$ cat src/rtl/display_sequencer.sv
// Hex-display source scheduler: chooses instruction, PC or ALU word for the
// eight-digit display under manual, timed-rotation, step-button and freeze control.
module display_sequencer #(
   parameter int unsigned DWELL = 50_000_000,
   parameter int unsigned CNT_W = 32
) (
   input  logic        clock,
   input  logic        reset,
   input  logic [31:0] in_Instruc,
   input  logic [31:0] in_Pc,
   input  logic [31:0] in_Alu,
   input  logic        in_Auto,
   input  logic [1:0]  in_Sel,
   input  logic        in_Freeze,
   input  logic        in_Next,
   output logic [31:0] out_Display,
   output logic [1:0]  out_Source,
   output logic [7:0]  out_Blank,
   output logic        out_Tick
);

   localparam int unsigned       DATA_W   = 32;
   localparam int unsigned       NIBBLES  = DATA_W / 4;
   localparam logic [CNT_W-1:0]  CNT_LAST = CNT_W'(DWELL - 1);

   typedef enum logic [1:0] {
      SRC_INSTR = 2'b00,
      SRC_PC    = 2'b01,
      SRC_ALU   = 2'b10
   } src_e;

   src_e              src_q, src_d;
   logic [CNT_W-1:0]  cnt_q, cnt_d;
   logic [DATA_W-1:0] disp_q, disp_d;
   logic              tick_q, tick_d;
   logic              sync1_q, sync2_q, prev_q;
   logic              next_pulse_c;
   src_e              sel_src_c;
   src_e              step_src_c;
   logic [DATA_W-1:0] word_c;

   // State register; the button synchronizer keeps running during freeze so
   // presses made while frozen are consumed rather than queued.
   always_ff @(posedge clock or negedge reset) begin
      if (!reset) begin
         src_q   <= SRC_INSTR;
         cnt_q   <= '0;
         disp_q  <= '0;
         tick_q  <= 1'b0;
         sync1_q <= 1'b0;
         sync2_q <= 1'b0;
         prev_q  <= 1'b0;
      end else begin
         src_q   <= src_d;
         cnt_q   <= cnt_d;
         disp_q  <= disp_d;
         tick_q  <= tick_d;
         sync1_q <= in_Next;
         sync2_q <= sync1_q;
         prev_q  <= sync2_q;
      end
   end

   // Decode helpers: manual selection, rotation successor, displayed word.
   always_comb begin
      sel_src_c  = SRC_INSTR;
      step_src_c = SRC_INSTR;
      word_c     = in_Instruc;
      case (in_Sel)
         2'b01:   sel_src_c = SRC_PC;
         2'b10:   sel_src_c = SRC_ALU;
         default: sel_src_c = SRC_INSTR;
      endcase
      case (src_q)
         SRC_INSTR: step_src_c = SRC_PC;
         SRC_PC:    step_src_c = SRC_ALU;
         default:   step_src_c = SRC_INSTR;
      endcase
      case (src_q)
         SRC_PC:  word_c = in_Pc;
         SRC_ALU: word_c = in_Alu;
         default: word_c = in_Instruc;
      endcase
   end

   // Next-state: freeze holds everything; a coinciding expiry and button
   // pulse merge into one advance.
   always_comb begin
      src_d        = src_q;
      cnt_d        = cnt_q;
      disp_d       = disp_q;
      tick_d       = 1'b0;
      next_pulse_c = sync2_q & ~prev_q;
      if (!in_Freeze) begin
         disp_d = word_c;
         if (!in_Auto) begin
            src_d = sel_src_c;
            cnt_d = '0;
         end else if ((cnt_q == CNT_LAST) || next_pulse_c) begin
            src_d  = step_src_c;
            cnt_d  = '0;
            tick_d = 1'b1;
         end else begin
            cnt_d = cnt_q + CNT_W'(1);
         end
      end
   end

   // Leading-zero blanking, chained down from the most significant digit.
   always_comb begin
      out_Blank              = '0;
      out_Blank[NIBBLES-1]   = ~|disp_q[DATA_W-1 -: 4];
      for (int i = NIBBLES - 2; i >= 1; i--) begin
         out_Blank[i] = out_Blank[i+1] & ~|disp_q[4*i +: 4];
      end
   end

   assign out_Display = disp_q;
   assign out_Source  = src_q;
   assign out_Tick    = tick_q;

endmodule

$ cat config.mk
export PLATFORM = sky130hd
export DESIGN_NAME = display_sequencer
export DESIGN_NICKNAME = d
export VERILOG_FILES = /design/src/rtl/display_sequencer.sv
export SDC_FILE = /design/constraint.sdc
export NUM_CORES = 1
export LEC_CHECK = 0
export ABC_AREA = 1
export BUFFER_PORTS_ARGS = -buffer_cell sky130_fd_sc_hd__buf_4
export CAP_MARGIN = 20
export CELL_PAD_IN_SITES_DETAIL_PLACEMENT = 0
export CELL_PAD_IN_SITES_GLOBAL_PLACEMENT = 1
export CORE_MARGIN = 10
export CORE_UTILIZATION = 35
export DETAILED_ROUTE_END_ITERATION = 10
export GPL_TIMING_DRIVEN = 0
export HOLD_SLACK_MARGIN = 0.03
export PLACE_DENSITY = 0.8
export SYNTH_ARGS = -nofsm -noshare
export SYNTH_HDL_FRONTEND = slang
export SYNTH_SLANG_ARGS = --single-unit
$ cat constraint.sdc
create_clock -name clock -period 2.3 [get_ports clock]
set_input_delay 0.115 -clock clock [delete_from_list [all_inputs] [get_ports clock]]
set_output_delay 0.115 -clock clock [all_outputs]
set_load 0.01 [all_outputs]
==> metrics.md <==
| Metric | Value |
|---|---|
| Outcome | complete, no violations |
| Max_slew headroom | just under 40% |
| Register area | 1750 um^2 |
| GPL Wtd Cong | 0.866 |
| Avg Cell Area, Syn | 7.12 um^2 |
| Setup TNS | 0 ps |
| PwrDens | 764 nW/um^2 |
| Antenna diode instance count | 0 |
| Synth Cell Area | about 4000 um^2 |
| Placed insts | 858 |
| Total power | 4.33 mW |
| # DRC | 0 |
| Final #Nets | 838 |
| CP Launch Type | flip-flop |
| Clk sink count | 70 |
| Rows | 39 |
| Number of global-route vias before repair | 4159 |
| Cells after Synth | 572 |
| HP Class | in2reg |
| Pin slew with the least headroom to its limit | slightly above 900 ps |
| Post-synth cell types | 32 |
| CP max stage delay | 500 ps |
| Critical path class | reg2out |
| Non-Filler Instances | 878 |
| Final setup vio count | 0 |
| Type of destination of the critical path | output pin |
| Arr. time, crit path | 2000 ps |
| IO Port Bufs | 143 |
| Antenna Nets Post-Route | 0 |
| P_leak | 2.64 nW |
| Post-detail-place hpwl | 11.5 mm |
| Clock Path Buffers | 2 |
| Vias | ~4300 |
| Largest net degree at the start of global routing | 71 |
| Yosys warning count | 0 |
| RSZ-0062 raised after global routing | false |
| Clk Latency, worst-skew pair | 330 ps |
| Sequential share of the synthesized area | 43.0% |
| H-tree depth | 3 |
| Routed vias/inst | 4.91 |
| WL per Instance | 16.4 um |
| Initial antenna violation count | 0 |
| Required @ worst endpoint | 2180 ps |
| Number of synthesized register bits | 70 |
| FILL cells | 1164 |
| Fin crit share | 92.1% |
| GRT overflow | 0 |
| Setup Fix Bufs, Post-CTS | 0 |
| Top delay family on crit path | simple AND/OR/NAND/NOR gates |
| I/O Pins | 146 |
| Crit path cell chain | nor4_1 -> nand4_1 -> nor3_1 -> buf_4 |
| Total detailed-routing wirelength | about 14 mm |
| Mapped Nets | 680 |
| Worst Skew | 5.30 ps |
| Final hold vios | 0 |
| CP max-delay cell | nor4_1 |
| First-pass GRT wire length | 22.8 mm |
| Starting Density | 35.7% |
| Worst-path maximum fanout | 3 |
| CTS tree | yes |
| Peak VDD IR | 0.000331 V |
| Final hold slack | 39.0 ps |
| Core area | 11400 um^2 |
| Num CTS Buffers | 9 |
| Minimum clock period after layout | 2120 ps |
| Gr usage total | roughly 17% |
| Maxcap violations | 0 |
| Max-slew violations | 0 |
| Die width | 128 um |
| Multi-input logic area | 2010 um^2 |
| F_max | about 470 MHz |
| Crit path buf inv count | 1 |
| CTS Root Cell | clkbuf_16 |
| Clk slew on worst S/H paths | approximately 60 ps |
| Area delta synth->final | 39.3% |
| Die Height | 128 um |
| DR iter-0 viols | 383 |
| Iteration count of the initial detailed-routing pass | 5 |
| Layout cells sized above 1 | between 20% and 30% |
| Area of the die | 16400 um^2 |
-- per-layer routing --
metal / routed length [um] / vias up / GRT usage (%)
met5: 0 / - / 0
met4: 195 / 0 / 4.90
met3: 1200 / 16 / 4.34
met2: 6520 / 160 / 27.3
met1: 6470 / 1967 / 22.6
li1: - / 2168 / -
-- worst reg2reg max path, stage by stage (launching register included) --
cell and delay [ps]:
dfrtp_1 410, inv_1 90, ha_1 270, clkbuf_1 370
clkbuf_1 390, nand3_1 190, o211ai_1 130, o21ai_0 110
-- path summary, 6_finish.rpt --
path | from | to | slack (ps) | depth (start not counted)
min reg2reg | sync1_q | sync2_q | 360 | 0
max reg2reg | out_Source[0] | out_Display[24] | 210 | 7
max | out_Display[17] | out_Blank[1] | 180 | 4
min in group asynchronous | reset | out_Display[4] | 460 | 2
min | in_Instruc[7] | out_Display[7] | 40 | 3
max in group asynchronous | reset | out_Display[20] | 1250 | 2
-- through the flow --
stage	util [%]	instance area (um^2)	setup WS, ps
after detailed placement	46.7	5330	101
after global routing	49.7	5680	46.5
after floorplan	-	4080	587
final	49.7	5680	183
after global placement	46.7	5330	168
after CTS	49.6	5670	25.7
-- Yosys cell counts --
library cell    n  area share, %
buf_4           1           0.18
nand3_1        58            7.1
inv_4           1           0.15
and2_1          1           0.15
a211oi_1        1           0.18
nor3_2          2           0.49
buf_2           1           0.12
nor2_1         67            6.2
nand4_1        10            1.5
buf_6           2           0.55
o22ai_1         1           0.15
nand2_1       170             16
o31ai_1         1           0.18
dfrtp_1        70             43
ha_1            5            1.5
o21bai_1        1           0.18
a21oi_1         3           0.37
or2_2           1           0.15
buf_1           3           0.28
nor2_2          5           0.77
o21ai_0        50            6.1
clkbuf_1       18            1.7
o32ai_1         1           0.21
xor2_1          6            1.3
conb_1          1          0.092
nand3_2         1           0.25
o211ai_1       16            2.9
nor4_1          4           0.61
nor3_1          9            1.1
inv_1          54            5.0
nand2_4         1           0.28
xnor2_1         7            1.5
-- cell families (layout without fill, tap and decap cells) --
logic type | after synthesis | in the layout | synth area share, %
AOI/OAI and AO/OA | 74 | 74 | 10.4
DFF | 70 | 70 | 43.0
other | 1 | 1 | 0.0920
and+or+nand+nor | 329 | 329 | 34.3
xor gates and xnor gates | 13 | 13 | 2.79
adders and majority gates | 5 | 5 | 1.54
buffers and inverters | 80 | 243 | 7.92
-- flip-flops by register name, indices dropped and copies added, names as in the netlist --
name	cells
prev_q	1
out_Display	32
sync1_q	1
out_Tick	1
sync2_q	1
cnt_q	32
out_Source	2
-- final cells by class --
type / count / area share (%)
timing repair buffer: 147 / 19.6
buffer: 25 / 2.05
sequential: 70 / 30.9
tap: 143 / 3.15
inverter: 55 / 3.68
clock buffer: 10 / 4.21
multi-input combinational: 422 / 35.4
clock inverter: 6 / 1.08
-- cells in the final DEF (no fill, tap or decap), types with 2 or more instances in the layout --
cell type,instances
clkbuf_16,9
clkinv_2,3
o211ai_1,16
nand2_1,170
nor2_2,5
nand3_1,58
buf_4,144
xnor2_1,7
buf_6,2
nor3_2,2
inv_1,54
dfrtp_1,70
clkbuf_1,18
a21oi_1,3
nor3_1,9
nand4_1,10
xor2_1,6
nor4_1,3
clkbuf_2,2
nor2_1,67
dlygate4sd3_1,4
o21ai_0,50
ha_1,5
-- what timing repair did --
action | CTS | global route
hold endpoints to repair | 73 | 0
endpoints found under the setup margin | 0 | 4
resized for setup | 0 | 3
hold buffers | 4 | 0
-- report_power, final --
group	internal, mW	switching (mW)
Combinational	0.604	0.774
Sequential	1.42	0.144
Clock	0.864	0.528
Note: power is estimated with default switching activity, not from simulation.
